$ cat src/rtl/alu_pkg.sv
// ALU opcode definitions shared by the driver, the DUT and the monitor.
package alu_pkg;

    typedef enum logic [3:0] {
        OP_ADD = 4'd0,
        OP_SUB = 4'd1,
        OP_AND = 4'd2,
        OP_OR  = 4'd3,
        OP_XOR = 4'd4,
        OP_SLL = 4'd5,
        OP_SRL = 4'd6,
        OP_SRA = 4'd7,
        OP_SLT = 4'd8
    } opcode_e;

endpackage

$ cat src/rtl/alu_tb_pkg.sv
// Monitor record types, flag bit positions and default id width.
package alu_tb_pkg;
    import alu_pkg::*;

    localparam int MON_ID_W  = 16;
    localparam int MON_WIDTH = 32;

    // Bit positions inside dut_flags = {negative, overflow, carry, zero}.
    localparam int FLAG_Z = 0;
    localparam int FLAG_C = 1;
    localparam int FLAG_V = 2;
    localparam int FLAG_N = 3;

    // Transaction as captured from the driver, before the result is known.
    typedef struct packed {
        logic [MON_ID_W-1:0]  id;
        logic [MON_WIDTH-1:0] a;
        logic [MON_WIDTH-1:0] b;
        opcode_e              opcode;
        logic                 signed_op;
    } mon_txn_t;

    // Completed record handed to the scoreboard.
    typedef struct packed {
        logic [MON_ID_W-1:0]  id;
        logic [MON_WIDTH-1:0] a;
        logic [MON_WIDTH-1:0] b;
        opcode_e              opcode;
        logic                 signed_op;
        logic [MON_WIDTH-1:0] result;
        logic [3:0]           flags;
    } mon_rec_t;

endpackage

$ cat src/rtl/alu_mon_fifo.sv
// First-word fall-through record buffer. A push into a full buffer is
// accepted only when a pop happens on the same edge; otherwise it is
// reported on push_drop and discarded. When empty, out_data keeps showing
// the last record that was presented.
module alu_mon_fifo #(
    parameter int DEPTH = 16,
    parameter int DW    = 8
) (
    input  logic                   clk,
    input  logic                   rst_n,
    input  logic                   push_valid,
    input  logic [DW-1:0]          push_data,
    input  logic                   pop_ready,
    output logic                   out_valid,
    output logic [DW-1:0]          out_data,
    output logic [$clog2(DEPTH):0] count,
    output logic                   push_drop
);

    localparam int AW = $clog2(DEPTH);
    localparam logic [AW:0] FULL_CNT = (AW + 1)'(DEPTH);

    logic [DW-1:0] mem_q [DEPTH];
    logic [DW-1:0] mem_d [DEPTH];
    logic [AW-1:0] wr_ptr_q, wr_ptr_d;
    logic [AW-1:0] rd_ptr_q, rd_ptr_d;
    logic [AW:0]   count_q, count_d;
    logic [DW-1:0] hold_q, hold_d;
    logic          empty, full, pop_en, push_en;

    // Occupancy, handshake qualification, head selection and next state.
    always_comb begin
        empty     = (count_q == '0);
        full      = (count_q == FULL_CNT);
        pop_en    = !empty && pop_ready;
        push_en   = push_valid && (!full || pop_en);
        push_drop = push_valid && full && !pop_en;

        out_valid = !empty;
        out_data  = empty ? hold_q : mem_q[rd_ptr_q];
        hold_d    = out_data;
        count     = count_q;

        wr_ptr_d  = push_en ? wr_ptr_q + AW'(1) : wr_ptr_q;
        rd_ptr_d  = pop_en  ? rd_ptr_q + AW'(1) : rd_ptr_q;
        count_d   = count_q + {{AW{1'b0}}, push_en} - {{AW{1'b0}}, pop_en};

        mem_d = mem_q;
        if (push_en) begin
            mem_d[wr_ptr_q] = push_data;
        end
    end

    // Pointer, occupancy and held-head registers.
    always_ff @(posedge clk) begin
        if (!rst_n) begin
            wr_ptr_q <= '0;
            rd_ptr_q <= '0;
            count_q  <= '0;
            hold_q   <= '0;
        end else begin
            wr_ptr_q <= wr_ptr_d;
            rd_ptr_q <= rd_ptr_d;
            count_q  <= count_d;
            hold_q   <= hold_d;
        end
    end

    // Storage array; contents are only meaningful below count_q, so no reset.
    always_ff @(posedge clk) begin
        mem_q <= mem_d;
    end

endmodule

$ cat src/rtl/alu_monitor.sv
// Receive side of the ALU stimulus interface. Captures each driver
// transaction, delays it by DUT_LATENCY edges so it lines up with the DUT
// result, pairs the two into a record and buffers it for the scoreboard.
//
// Scoreboard port: a record transfers on a posedge where out_valid and
// out_ready are both high. Once out_valid is high it stays high, and
// out_rec stays unchanged, until that transfer happens. out_ready is
// ignored while out_valid is low.
module alu_monitor
    import alu_pkg::*;
    import alu_tb_pkg::*;
#(
    parameter int WIDTH       = MON_WIDTH,
    parameter int DUT_LATENCY = 1,
    parameter int FIFO_DEPTH  = 16,
    parameter int ID_W        = MON_ID_W
) (
    input  logic                        clk,
    input  logic                        rst_n,
    input  logic                        mon_valid,
    input  logic [WIDTH-1:0]            operand_a,
    input  logic [WIDTH-1:0]            operand_b,
    input  opcode_e                     opcode,
    input  logic                        signed_op,
    input  logic [WIDTH-1:0]            dut_result,
    input  logic [3:0]                  dut_flags,
    output logic                        out_valid,
    input  logic                        out_ready,
    output mon_rec_t                    out_rec,
    output logic [$clog2(FIFO_DEPTH):0] fifo_count,
    output logic [15:0]                 dropped_count,
    output logic                        overflow_err
);

    logic [ID_W-1:0] id_q, id_d;
    logic [15:0]     dropped_q, dropped_d;
    logic            overflow_q, overflow_d;
    mon_txn_t        cap_txn;
    mon_txn_t        tail_txn;
    logic            tail_vld;
    mon_rec_t        push_rec;
    logic            push_drop;

    // Build the captured transaction and advance the id on every capture.
    always_comb begin
        cap_txn           = '0;
        cap_txn.id        = id_q;
        cap_txn.a         = operand_a;
        cap_txn.b         = operand_b;
        cap_txn.opcode    = opcode;
        cap_txn.signed_op = signed_op;
        id_d              = mon_valid ? id_q + ID_W'(1) : id_q;
    end

    if (DUT_LATENCY == 0) begin : g_direct
        // Zero latency: the capture edge is also the pairing edge.
        always_comb begin
            tail_vld = mon_valid;
            tail_txn = cap_txn;
        end
    end else begin : g_delay
        logic [DUT_LATENCY-1:0] stage_vld_q, stage_vld_d;
        mon_txn_t               stage_q [DUT_LATENCY];
        mon_txn_t               stage_d [DUT_LATENCY];

        // Shift the transaction one stage per edge; the last stage pairs.
        always_comb begin
            stage_vld_d[0] = mon_valid;
            stage_d[0]     = cap_txn;
            for (int i = 1; i < DUT_LATENCY; i++) begin
                stage_vld_d[i] = stage_vld_q[i-1];
                stage_d[i]     = stage_q[i-1];
            end
            tail_vld = stage_vld_q[DUT_LATENCY-1];
            tail_txn = stage_q[DUT_LATENCY-1];
        end

        // Delay-line registers; reset drops anything still in flight.
        always_ff @(posedge clk) begin
            if (!rst_n) begin
                stage_vld_q <= '0;
                for (int i = 0; i < DUT_LATENCY; i++) begin
                    stage_q[i] <= '0;
                end
            end else begin
                stage_vld_q <= stage_vld_d;
                for (int i = 0; i < DUT_LATENCY; i++) begin
                    stage_q[i] <= stage_d[i];
                end
            end
        end
    end

    // Pair the aligned transaction with the result and flags seen this edge.
    always_comb begin
        push_rec           = '0;
        push_rec.id        = tail_txn.id;
        push_rec.a         = tail_txn.a;
        push_rec.b         = tail_txn.b;
        push_rec.opcode    = tail_txn.opcode;
        push_rec.signed_op = tail_txn.signed_op;
        push_rec.result    = dut_result;
        push_rec.flags     = dut_flags;
    end

    alu_mon_fifo #(
        .DEPTH (FIFO_DEPTH),
        .DW    ($bits(mon_rec_t))
    ) u_fifo (
        .clk        (clk),
        .rst_n      (rst_n),
        .push_valid (tail_vld),
        .push_data  (push_rec),
        .pop_ready  (out_ready),
        .out_valid  (out_valid),
        .out_data   (out_rec),
        .count      (fifo_count),
        .push_drop  (push_drop)
    );

    // Saturating drop counter and sticky overflow flag.
    always_comb begin
        dropped_d  = dropped_q;
        overflow_d = overflow_q;
        if (push_drop) begin
            if (dropped_q != 16'hFFFF) begin
                dropped_d = dropped_q + 16'd1;
            end
            overflow_d = 1'b1;
        end
    end

    // Id counter and drop bookkeeping registers.
    always_ff @(posedge clk) begin
        if (!rst_n) begin
            id_q       <= '0;
            dropped_q  <= '0;
            overflow_q <= 1'b0;
        end else begin
            id_q       <= id_d;
            dropped_q  <= dropped_d;
            overflow_q <= overflow_d;
        end
    end

    assign dropped_count = dropped_q;
    assign overflow_err  = overflow_q;

endmodule
$ cat config.mk
export PLATFORM = sky130hd
export DESIGN_NAME = alu_monitor
export DESIGN_NICKNAME = d
export VERILOG_FILES = /design/src/rtl/alu_pkg.sv /design/src/rtl/alu_tb_pkg.sv /design/src/rtl/alu_mon_fifo.sv /design/src/rtl/alu_monitor.sv
export SDC_FILE = /design/constraint.sdc
export NUM_CORES = 2
export LEC_CHECK = 0
export CAP_MARGIN = 25
export CORE_MARGIN = 2
export CORE_UTILIZATION = 50
export CTS_CLUSTER_DIAMETER = 120
export CTS_CLUSTER_SIZE = 25
export DETAILED_ROUTE_END_ITERATION = 16
export PLACE_DENSITY_LB_ADDON = 0.12
export SKIP_LAST_GASP = 1
export SYNTH_ARGS = -nofsm -noshare
export SYNTH_HDL_FRONTEND = slang
export SYNTH_SLANG_ARGS = --single-unit
$ cat constraint.sdc
create_clock -name clk -period 13.55 [get_ports clk]
set_input_delay 2.71 -clock clk [delete_from_list [all_inputs] [get_ports clk]]
set_output_delay 2.71 -clock clk [all_outputs]
set_load 0.01 [all_outputs]
==> results.py <==
metrics = {
    "logic_synthesis": {
        "syn_inst": 3810,
        "yosysWarnings": 0,
        "synth_top_family_by_area": "multiplexers",
        "synth_cell_types": 47,
        "ys_async_sr_fraction_pct": 0,
        "synth_nets": 3933,
        "yosys-top-cells-area": "edfxtp_1 (70%), mux4_2 (13%), dfxtp_1 (6.1%)",
        "synthMuxAreaShare_pct": 16.3,
        "syn_avg_cell_area_sq_um": 21.7,
        "syn_area_sq_um": 82600,
        "yosysSeqAreaShare_pct": 76.5,
        "synth_fa_ha_area_share_pct": 0.221,
        "yosys.area_share.simple_pct": 3.06,
        "synth_edf_count": 1936,
        "yosys.area.top_type": "edfxtp_1",
        "synth_top_area_share_pct": 70.4,
        "synth_flop_cell": "edfxtp_1",
        "synth_compound_area_share_pct": 2.40,
        "synth-seq-cells": 2189,
        "synth-xor-area-share_pct": 0.201,
    },
    "placement": {
        "dp_hpwl_mm": 91.9,
        "numPortBuffers": 252,
        "gp_congestion": 0.724,
        "dpl_worst_slack_ns": 6.26,
    },
    "floorplan": {
        "initial_core_util_pct": 50.2,
        "rows": 149,
        "die_width_um": 410,
        "core_sq_um": 164000,
        "die_y_um": 410,
        "ioPinCount": 253,
        "dieArea_sq_um": 168000,
    },
    "route": {
        "postRouteAntennaNets": 0,
        "wirelength_mm": 186,
        "vias": 37800,
        "drt_pass1_iterations": 7,
        "drt_iter0_markers": 3472,
        "drc_errors": 0,
        "vias_per_cell": 6.00,
        "wl_per_cell_um": 29.5,
    },
    "clock_tree": {
        "tritoncts": "built",
        "clk_transition_reported_paths_ns": 0.10,
        "clk_latency_ns": 0.74,
        "cts_resized": 0,
        "cts-htree-levels": 3,
        "cts.sink_count": 2189,
        "clock_tree.buffer_depth": 3,
        "cts_buffers": 98,
        "postCtsSetupBuffers": 0,
        "postCtsHoldBufs": 0,
        "cts-root-buf": "clkbuf_16",
    },
    "hold_path": {
        "min_path_type": "reg -> reg",
    },
    "global_route": {
        "grt_usage_pct": 22.0,
        "use_met1_pct": 32.1,
        "top_usage_layer": "met2",
        "met3_usage_pct": 2.99,
        "grt_pass1_vias": 38500,
        "grt_pass1_wl_mm": 269,
        "grt_start_max_net_pins": 146,
        "gr-total-overflow": 0,
        "use_met2_pct": 35.9,
        "antenna_found_initial": 7,
    },
    "timing": {
        "setup_viol": 0,
        "report.final.slew_viol_count": 0,
        "fmax_mhz": 125,
        "relSlewSlack_pct": 28.8,
        "tightest_slew_ns": 1.07,
        "skew_ns": 0.0268,
        "final.period_utilization_pct": 59.1,
        "postLayoutSetupSlackWorst_ns": 5.54,
        "hold_viol": 0,
        "fin_crit_ns": 8.01,
        "fin_tns_setup_ns": 0,
        "rsz0062_at_grt": "no",
    },
    "cells_and_area": {
        "drive_gt1_share_pct": 19.8,
        "area_delta_synth_final_pct": 9.67,
        "final_nets": 4148,
        "layout.cells.most_common": "edfxtp_1",
        "layout_common_cells": "edfxtp_1 (1936), mux4_2 (484), mux2i_1 (253)",
        "fillers": 12400,
    },
    "setup_path": {
        "slowest_stage": "buf_4",
        "crit_top_cell": "buf_4",
        "crit_arrival_ns": 5.30,
        "path_max_fanout": 38,
        "slowest_delay_ns": 0.83,
        "cp_cell_sequence": "inv_1, ha_1, or4b_4, and2_4, buf_4, buf_4, a221oi_2, clkdlybuf4s50_1",
        "end_kind": "primary output",
        "worstPathRequired_ns": 10.84,
        "startpoint_type": "flip-flop",
        "critPathKind": "reg -> out",
    },
    "run": {
        "max_cap_violations": 0,
    },
    "power": {
        "power_density_nw_per_um2": 163,
        "power_leakage_uw": 0.0277,
        "peakVddDrop_v": 0.000131,
    },
    "status": {
        "outcome": "finished, final reports clean",
    },
}
-- state kept, by name (all words and copies together) (netlist names) --
name	cells
u_fifo.rd_ptr_q	4
dropped_count	16
overflow_err	1
u_fifo.count	5
id_q	16
u_fifo.mem_q	1936
u_fifo.hold_q	121
g_delay.stage_q	85
g_delay.stage_vld_q	1
u_fifo.wr_ptr_q	4
-- per-stage QoR --
step           hold WS (ns)  total power, uW  cell area (sq um)  std cells  utilization, %
6_report              0.497            14700              90600       6298            55.1
4_1_cts               0.499            14900              90600       6294            55.1
3_3_place_gp          0.462            11500              87600       6110            53.3
2_1_floorplan         0.448            10000              82600       3810               -
5_1_grt               0.515            15300              90600       6296            55.1
3_5_place_dp          0.466            11500              87700       6113            53.3
-- synthesized netlist by cell type, drive strengths merged (2+ instances only) --
cell type  count
edfxtp      1936
nor2         162
mux2i        253
nand3         14
and4           6
mux4         484
o211ai         2
nand4          9
buf          122
nand2         25
nor3          10
o21ai          5
ha            13
nor3b          3
mux2           4
nand2b        13
and3           6
xnor2          8
nor4           5
and2         212
dfxtp        253
a21oi         10
o31ai          2
or4            2
xor2          11
or3            3
a221oi       121
inv           14
clkbuf        88
-- power breakdown --
group	switching (uW)	internal [uW]
clock network	2000	1430
logic	1860	1710
registers	158	7560
total	4020	10700
-- routing by layer --
metal | part of all wire (%) | up-vias
met5 | 0.020 | -
met4 | 1.9 | 6
met3 | 4.7 | 170
met2 | 49 | 903
met1 | 44 | 20700
li1 | - | 16000
-- cell families (layout without fill, tap and decap cells) --
kind of cell               after synthesis  after routing
AOI/OAI and AO/OA                      147            147
xor gates and xnor gates                19             19
adders and majority gates               14             14
buffers and inverters                  224            520
DFF                                   2189           2189
muxes                                  741            741
other                                    0              3
and+or+nand+nor                        476            476
-- critical path: cells and delay by family (launching register included) --
kind	cells	cell delay, ns
buf+inv	4	2.26
simple gates	2	1.36
flops	1	0.39
compound gates	1	0.28
fa+ha+maj	1	0.20
-- worst paths after layout --
path | start | endpoint | slack, ns | cells past startpoint
setup / recovery | u_fifo.count[3] | out_rec[39] | 5.54 | 8
hold / removal | overflow_err | overflow_err | 0.50 | 2
setup reg to reg | u_fifo.count[3] | u_fifo.mem_q[1759] | 9.08 | 9
hold reg to reg | overflow_err | overflow_err | 0.50 | 2
-- layout make-up --
type	count	area (sq um)	share of cell area, %
Inverter	14	52.6	0.0580
Clock inverter	4	63.8	0.0704
Tap cell	2189	2740	3.02
Multi-Input combinational cell	1397	18400	20.4
Timing Repair Buffer	325	3270	3.61
Clock buffer	177	2810	3.10
Sequential cell	2189	63200	69.8
Antenna cell	3	7.51	0.00829
No activity file was read; power rests on OpenSTA's default activity.
